==> src/rtl/uart_rx.sv <==
`default_nettype none
// ============================================================================
//  Module   : uart_rx
//  Purpose  : UART receiver with 16x oversampling. A two-flop synchronizer
//             cleans up the asynchronous line, the START state qualifies the
//             start bit at mid-bit, and each data bit is sampled 16 ticks
//             later (mid-bit). The stop bit is checked for framing errors.
//  Option   : define UART_RX_PARITY_EN to add one even-parity bit after the
//             data bits. Without it PARITY_ERR is tied to 0.
//  Ports    : CLK        - system clock, rising edge
//             RESET      - synchronous active-high reset
//             TICK       - 16x-baud strobe, one CLK wide
//             RX         - asynchronous serial input, idle high
//             DOUT       - last received word (LSB first on the line)
//             RX_DONE    - one-cycle pulse at the end of each frame
//             FRAME_ERR  - stop bit of the last frame was low
//             PARITY_ERR - parity mismatch in the last frame
//  Revision : 1.0 - initial release
// ============================================================================
module uart_rx #(
  parameter int DBIT    = 8,   // data bits per frame, 5..8
  parameter int SB_TICK = 16   // stop length in ticks (16 = 1 bit, 32 = 2 bits)
) (
  input  logic            CLK,
  input  logic            RESET,
  input  logic            TICK,
  input  logic            RX,
  output logic [DBIT-1:0] DOUT,
  output logic            RX_DONE,
  output logic            FRAME_ERR,
  output logic            PARITY_ERR
);

  // A 2-stop-bit configuration needs to count to 31.
  localparam int SW = (SB_TICK > 16) ? 5 : 4;
  localparam int NW = 3;

  localparam logic [SW-1:0] C_S_HALF = SW'(7);
  localparam logic [SW-1:0] C_S_BIT  = SW'(15);
  localparam logic [SW-1:0] C_S_STOP = SW'(SB_TICK - 1);
  localparam logic [NW-1:0] C_N_LAST = NW'(DBIT - 1);

`ifdef UART_RX_PARITY_EN
  typedef enum logic [2:0] {
    ST_IDLE   = 3'd0,
    ST_START  = 3'd1,
    ST_DATA   = 3'd2,
    ST_PARITY = 3'd3,
    ST_STOP   = 3'd4
  } state_t;
`else
  typedef enum logic [2:0] {
    ST_IDLE   = 3'd0,
    ST_START  = 3'd1,
    ST_DATA   = 3'd2,
    ST_STOP   = 3'd4
  } state_t;
`endif

  // Synchronizer: both flops reset high so reset never fakes a start bit.
  logic            r_rx_meta;
  logic            r_rx_sync;

  state_t          r_state,    w_state_nxt;
  logic [SW-1:0]   r_s,        w_s_nxt;
  logic [NW-1:0]   r_n,        w_n_nxt;
  logic [DBIT-1:0] r_b,        w_b_nxt;
  logic [DBIT-1:0] r_dout,     w_dout_nxt;
  logic            r_done,     w_done_nxt;
  logic            r_ferr,     w_ferr_nxt;
`ifdef UART_RX_PARITY_EN
  logic            r_par,      w_par_nxt;
  logic            r_perr,     w_perr_nxt;
`endif

  always_ff @(posedge CLK) begin
    if (RESET) begin
      r_rx_meta <= 1'b1;
      r_rx_sync <= 1'b1;
    end else begin
      r_rx_meta <= RX;
      r_rx_sync <= r_rx_meta;
    end
  end

  always_ff @(posedge CLK) begin
    if (RESET) begin
      r_state <= ST_IDLE;
      r_s     <= '0;
      r_n     <= '0;
      r_b     <= '0;
      r_dout  <= '0;
      r_done  <= 1'b0;
      r_ferr  <= 1'b0;
`ifdef UART_RX_PARITY_EN
      r_par   <= 1'b0;
      r_perr  <= 1'b0;
`endif
    end else begin
      r_state <= w_state_nxt;
      r_s     <= w_s_nxt;
      r_n     <= w_n_nxt;
      r_b     <= w_b_nxt;
      r_dout  <= w_dout_nxt;
      r_done  <= w_done_nxt;
      r_ferr  <= w_ferr_nxt;
`ifdef UART_RX_PARITY_EN
      r_par   <= w_par_nxt;
      r_perr  <= w_perr_nxt;
`endif
    end
  end

  always_comb begin
    w_state_nxt = r_state;
    w_s_nxt     = r_s;
    w_n_nxt     = r_n;
    w_b_nxt     = r_b;
    w_dout_nxt  = r_dout;
    w_done_nxt  = 1'b0;
    w_ferr_nxt  = r_ferr;
`ifdef UART_RX_PARITY_EN
    w_par_nxt   = r_par;
    w_perr_nxt  = r_perr;
`endif

    case (r_state)
      ST_IDLE: begin
        // Start detection does not wait for a tick, so the counter phase is
        // anchored to the falling edge itself.
        if (!r_rx_sync) begin
          w_state_nxt = ST_START;
          w_s_nxt     = '0;
        end
      end

      ST_START: begin
        if (TICK) begin
          if (r_s == C_S_HALF) begin
            if (!r_rx_sync) begin
              w_state_nxt = ST_DATA;
              w_s_nxt     = '0;
              w_n_nxt     = '0;
            end else begin
              // Line went high again before mid-bit: treat as a glitch.
              w_state_nxt = ST_IDLE;
            end
          end else begin
            w_s_nxt = r_s + SW'(1);
          end
        end
      end

      ST_DATA: begin
        if (TICK) begin
          if (r_s == C_S_BIT) begin
            w_s_nxt = '0;
            w_b_nxt = {r_rx_sync, r_b[DBIT-1:1]};
            if (r_n == C_N_LAST) begin
`ifdef UART_RX_PARITY_EN
              w_state_nxt = ST_PARITY;
`else
              w_state_nxt = ST_STOP;
`endif
            end else begin
              w_n_nxt = r_n + NW'(1);
            end
          end else begin
            w_s_nxt = r_s + SW'(1);
          end
        end
      end

`ifdef UART_RX_PARITY_EN
      ST_PARITY: begin
        if (TICK) begin
          if (r_s == C_S_BIT) begin
            w_s_nxt     = '0;
            w_par_nxt   = r_rx_sync;
            w_state_nxt = ST_STOP;
          end else begin
            w_s_nxt = r_s + SW'(1);
          end
        end
      end
`endif

      ST_STOP: begin
        if (TICK) begin
          if (r_s == C_S_STOP) begin
            w_dout_nxt  = r_b;
            w_ferr_nxt  = ~r_rx_sync;
            w_done_nxt  = 1'b1;
            w_s_nxt     = '0;
            w_state_nxt = ST_IDLE;
`ifdef UART_RX_PARITY_EN
            // Even parity: data ones plus parity bit must be even.
            w_perr_nxt  = (^r_b) ^ r_par;
`endif
          end else begin
            w_s_nxt = r_s + SW'(1);
          end
        end
      end

      default: begin
        w_state_nxt = ST_IDLE;
      end
    endcase
  end

  assign DOUT      = r_dout;
  assign RX_DONE   = r_done;
  assign FRAME_ERR = r_ferr;
`ifdef UART_RX_PARITY_EN
  assign PARITY_ERR = r_perr;
`else
  assign PARITY_ERR = 1'b0;
`endif

endmodule
`default_nettype wire
==> config.mk <==
export PLATFORM = sky130hd
export DESIGN_NAME = uart_rx
export DESIGN_NICKNAME = d
export VERILOG_FILES = /design/src/rtl/uart_rx.sv
export SDC_FILE = /design/constraint.sdc
export NUM_CORES = 1
export LEC_CHECK = 0
export CAP_MARGIN = 20
export CORE_MARGIN = 5
export CORE_UTILIZATION = 25
export DETAILED_ROUTE_END_ITERATION = 10
export SYNTH_ARGS = -nofsm -noshare
export SYNTH_HDL_FRONTEND = slang
export SYNTH_SLANG_ARGS = --single-unit
export TNS_END_PERCENT = 50
==> constraint.sdc <==
create_clock -name CLK -period 3.5 [get_ports CLK]
set_clock_uncertainty 0.1 [all_clocks]
set_input_delay 0.7 -clock CLK [delete_from_list [all_inputs] [get_ports CLK]]
set_output_delay 0.7 -clock CLK [all_outputs]
set_load 0.05 [all_outputs]
**Word-level counts from Yosys, hierarchy flattened**

Index checks and enable logic that the tools add are counted.

- Flip-flop bits (word level): 30
- Bits of input ports: 4
- Output and inout port bits: 11
- Word-level logic and storage cells: 65

- $add $sub $neg: 2
- Equal/unequal tests: 17
- Muxes and demuxes: 24
- Bitwise operators: 3
- Reduce and logical (&&, ||, !) cells: 10

Operator list:

| operator | count |
|---|---|
| 2-to-1 mux 3 bit | 14 |
| 2-to-1 mux 4 bit | 5 |
| inequality test 2 bit (second input constant) | 10 |
| one-hot mux 3 bit (4 select lines) | 1 |
| one-hot mux 4 bit (3 select lines) | 1 |
| AND reduction 3 bit | 3 |
| AND reduction 8 bit | 1 |
| AND reduction 7 bit | 1 |
| == test 3 bit (second input constant) | 2 |
| one-hot mux 3 bit (2 select lines) | 1 |
| adder 4 x 1 -> 4 bit (second input constant) | 1 |
| == test 4 x 3 -> 1 bit (second input constant) | 1 |
| == test 4 bit (second input constant) | 1 |
| adder 3 x 1 -> 3 bit (second input constant) | 1 |
| == test 3 x 1 -> 1 bit (second input constant) | 1 |
| == test 3 x 2 -> 1 bit (second input constant) | 1 |
| zero test 3 bit | 1 |
| inverter 1 bit | 3 |
| nonzero test 3 bit | 1 |
| OR reduction 3 bit | 1 |
| 2-to-1 mux 2 bit | 1 |
| inequality test 2 x 1 -> 1 bit (second input constant) | 1 |
| nonzero test 2 bit | 1 |
| OR reduction 2 bit | 1 |
| 2-to-1 mux 1 bit | 1 |

**Depth between registers and ports, before layout**

- Depth in word-level cells: 5
- Mapped depth: 6
- Depth with buffers taken out: 6

**Worst setup path after synthesis**

Ideal clock, no wire load.

- Path type: input-to-reg
- From: input TICK
- To: register r_s[2]
- Library setup time: 0.120 ns
- Arrival time: 1.763 ns
- Required time: 3.280 ns
- Slack: 1.517 ns
- Stages: 5
- Buffers on the path: 1
- Cell sequence: buf_2 or3b_1 o221ai_2 o32ai_1 a211o_1

- Cells in the longest elaborated chain, start to end: 2
- Elaborated cells between the ends (all ways): 3
- Those cells by class: 2 x eq/ne; 1 x reduce/logical

RTL lines:

| what | line | source |
|---|---|---|
| from (decl) | 26 | `input logic TICK,` |
| inequality test 2 x 1 -> 1 bit (no line) or inequality test 2 bit (tied branches) | - |  |
| AND reduction 3 bit (no line) * | - |  |
| to (signal assigned) | 101 | `r_s <= w_s_nxt;` |
| to (decl) | 65 | `logic [SW-1:0] r_s, w_s_nxt;` |

Mark *: on every way between the ends. The rest lies on a longest branch, timed or not.
A chain may end at the register's enable or synchronous reset.

**Worst setup path after layout**

- From: input TICK
- To: register r_ferr (netlist: FRAME_ERR)

- Cells in the longest elaborated chain, start to end: 1

RTL lines:

| what | line | source |
|---|---|---|
| AND reduction 3 bit (no line) | - |  |
| to (signal assigned) | 106 | `r_ferr <= w_ferr_nxt;` |
| to (decl) | 70 | `logic r_ferr, w_ferr_nxt;` |

Every way passes these cells.

==> impl_metrics.tcl <==
set metrics [dict create \
    grt_pass1_vias 1037 \
    antenna_left 0 \
    rsz0062_at_grt "false" \
    power_density_mw_per_mm2 407.6 \
    grt_overflow 0 \
    drt_pass1_iterations 4 \
    dr_wl_met3_um 141 \
    critical_path_required_ns 3.62 \
    synth.most_common_cell "dfxtp_1" \
    io_pins 15 \
    synth_cells 166 \
    min_period_ns 2.323 \
    core-area_mm2 0.005816 \
    power_frac_clock 0.414 \
    ys_seq_elements 30 \
    p_int_w 0.0005293 \
    die-area_mm2 0.007543 \
    insertion_delay_ns 0.29 \
    drc 0 \
    comb_power_share 0.081 \
    htree_levels 2 \
    grt_pass1_wl_um 4809 \
    vdd_drop_max_mv 0.1017 \
    hold_viol 0 \
    drive_gt1_frac 0.1193 \
    worstMarginPinSlew_ns 0.6246 \
    post_cts_resize_count 0 \
    post_drt_wl_per_cell_um 11.33 \
    cts.sinks 30 \
    fin_tns_setup_ns 0 \
    grt_max_degree 30 \
    fmax_ghz 0.4305 \
    via_per_inst 4.618 \
    leakagePower_nw 0.6461 \
    slowest_delay_ns 0.64 \
    path_buf_inv 1 \
    dieHeight_um 86.85 \
    place_congestion 0.7772 \
    cp-start-kind "primary input" \
    numPortBuffers 13 \
    drv_cap 0 \
    vias 1159 \
    drv_slew 0 \
    synth_nets 173 \
    worst_hold_slack_ns 0.3143 \
    avgSynthCellArea_um2 8.894 \
    end_kind "register" \
    maxSlewHeadroom 0.5830 \
    cts-root-buf "clkbuf_8" \
    yosysUniqueCellTypes 43 \
    drtIter0Drc 65 \
    syn-cell-area_mm2 0.001476 \
    post-cts-setup-buffer-count 0 \
    cp_slowest_cell "clkdlybuf4s50_1" \
    synth.area.top_cells "dfxtp_1 (41%), mux2i_1 (7.5%), nand2_1 (6.4%)" \
    cts_buffers 5 \
    path_delay_family "simple AND/OR/NAND/NOR gates" \
    clk_pin_slew_ns 0.06 \
    clk_path_buf_depth 2 \
    synth_largest_area_cell "dfxtp_1" \
    dp.cells 243 \
    grt_use_total 0.08256 \
    crit_path_max_fanout 11 \
    power_switching_share 0.2517 \
    fp.dieW_um 86.85 \
    met2_length_um 1320 \
    antenna_cells 0 \
    wirelength_um 2844 \
    synthTopCellsByCount "dfxtp_1 (30), nand2_1 (25), a21oi_1 (16)" \
    num_rows 28 \
    p_seq_frac 0.505 \
    r2r_slack_ns 1.58 \
    hp-class "register to register" \
    hpwl_um 1955 \
    synth_top_area_frac 0.4068 \
    cp_cell_sequence "clkdlybuf4s50_1 -> nand2b_1 -> or3_1 -> or2_0 -> a21oi_1" \
    synth_ff_type "dfxtp_1" \
    power_switching_w 0.0001781 \
    ctsHoldBuffers 0 \
    crit_type "primary input to register" \
    status "complete, no violations" \
    synth_edf_count 0 \
    met1Wirelength_um 1325 \
    top_layer "met4" \
    finalSetupViolations 0 \
    synth-seq-area-share 0.4068 \
    area_growth_pct 17.54 \
    cts_tree "done" \
    synthArstFlopShare 0 \
    cp.arrival_ns 2.44 \
    fin_crit_sh 0.6637 \
    antenna_found_initial 0 \
    ys_warn_count 0 \
    fin_nets 182 \
    initial_core_util 0.2539 \
    layoutNonFillerInstCount 251 \
]
[registers in the layout, indices dropped and copies added (netlist names)]
| signal | flops |
|---|---|
| r_s | 4 |
| FRAME_ERR | 1 |
| r_n | 3 |
| r_b | 8 |
| r_rx_sync | 1 |
| r_state | 3 |
| r_rx_meta | 1 |
| DOUT | 8 |
| RX_DONE | 1 |
[cells in the final DEF, fill, tap and decap left out, drive strengths merged, types with 4 or more instances in the layout]
master,n
a21oi,16
clkdlybuf4s50,13
or3,5
nor2,11
nand2,25
dfxtp,30
clkbuf,6
o21ai,6
or2,4
mux2i,11
[per-layer routing]
| metal | up-vias | track usage |
|---|---|---|
| li1 | 600 | - |
| met2 | 19 | 0.1270 |
| met1 | 533 | 0.09873 |
| met4 | 0 | 0.04391 |
| met3 | 7 | 0.03217 |
| met5 | - | 0 |
[per-stage QoR]
stage | setup slack, ns | power, W | instance area (um^2) | util
floorplan | 1.517 | 0.0004150 | 1476 | -
global placement | 0.8881 | 0.0004217 | 1640 | 0.2821
detailed placement | 0.8468 | 0.0004222 | 1640 | 0.2821
CTS | 1.159 | 0.0007170 | 1735 | 0.2984
global route | 1.084 | 0.0007361 | 1735 | 0.2984
finish | 1.177 | 0.0007073 | 1735 | 0.2984
[final timing paths]
check | startpoint | end | cells past startpoint
worst max register to register | r_state[0] | DOUT[3] | 4
worst min-delay path | r_rx_meta | r_rx_sync | 1
worst min register to register | r_rx_meta | r_rx_sync | 1
worst max-delay path | TICK | FRAME_ERR | 5
[area by class of cell]
| type | instances | area, um^2 |
|---|---|---|
| tap | 75 | 93.84 |
| timing repair buffer | 14 | 137.6 |
| sequential | 30 | 600.6 |
| clock inverter | 2 | 12.51 |
| clock buffer | 6 | 82.58 |
| multi-input combinational | 120 | 793.3 |
| fill | 646 | 4080 |
| inverter | 4 | 15.01 |
[cell families (layout without fill, tap and decap cells)]
family | count (synthesis) | in the layout | share of synthesized area
simple gates | 67 | 67 | 0.2568
compound gates | 36 | 36 | 0.1661
flops | 30 | 30 | 0.4068
buf+inv | 16 | 26 | 0.05593
mux | 11 | 11 | 0.07458
fa+ha+maj | 3 | 3 | 0.02543
xor+xnor | 2 | 2 | 0.01187
other cells | 1 | 1 | 0.002540
[power by group through the flow]
stage               Clock, W  Sequential [W]  Combinational (W)
global placement           0        0.000365          0.0000569
finish              0.000293        0.000357          0.0000570
floorplan                  0        0.000357          0.0000583
CTS                 0.000303        0.000357          0.0000572
detailed placement         0        0.000365          0.0000572
global route        0.000315        0.000358          0.0000630
No activity file was read; power rests on OpenSTA's default activity.
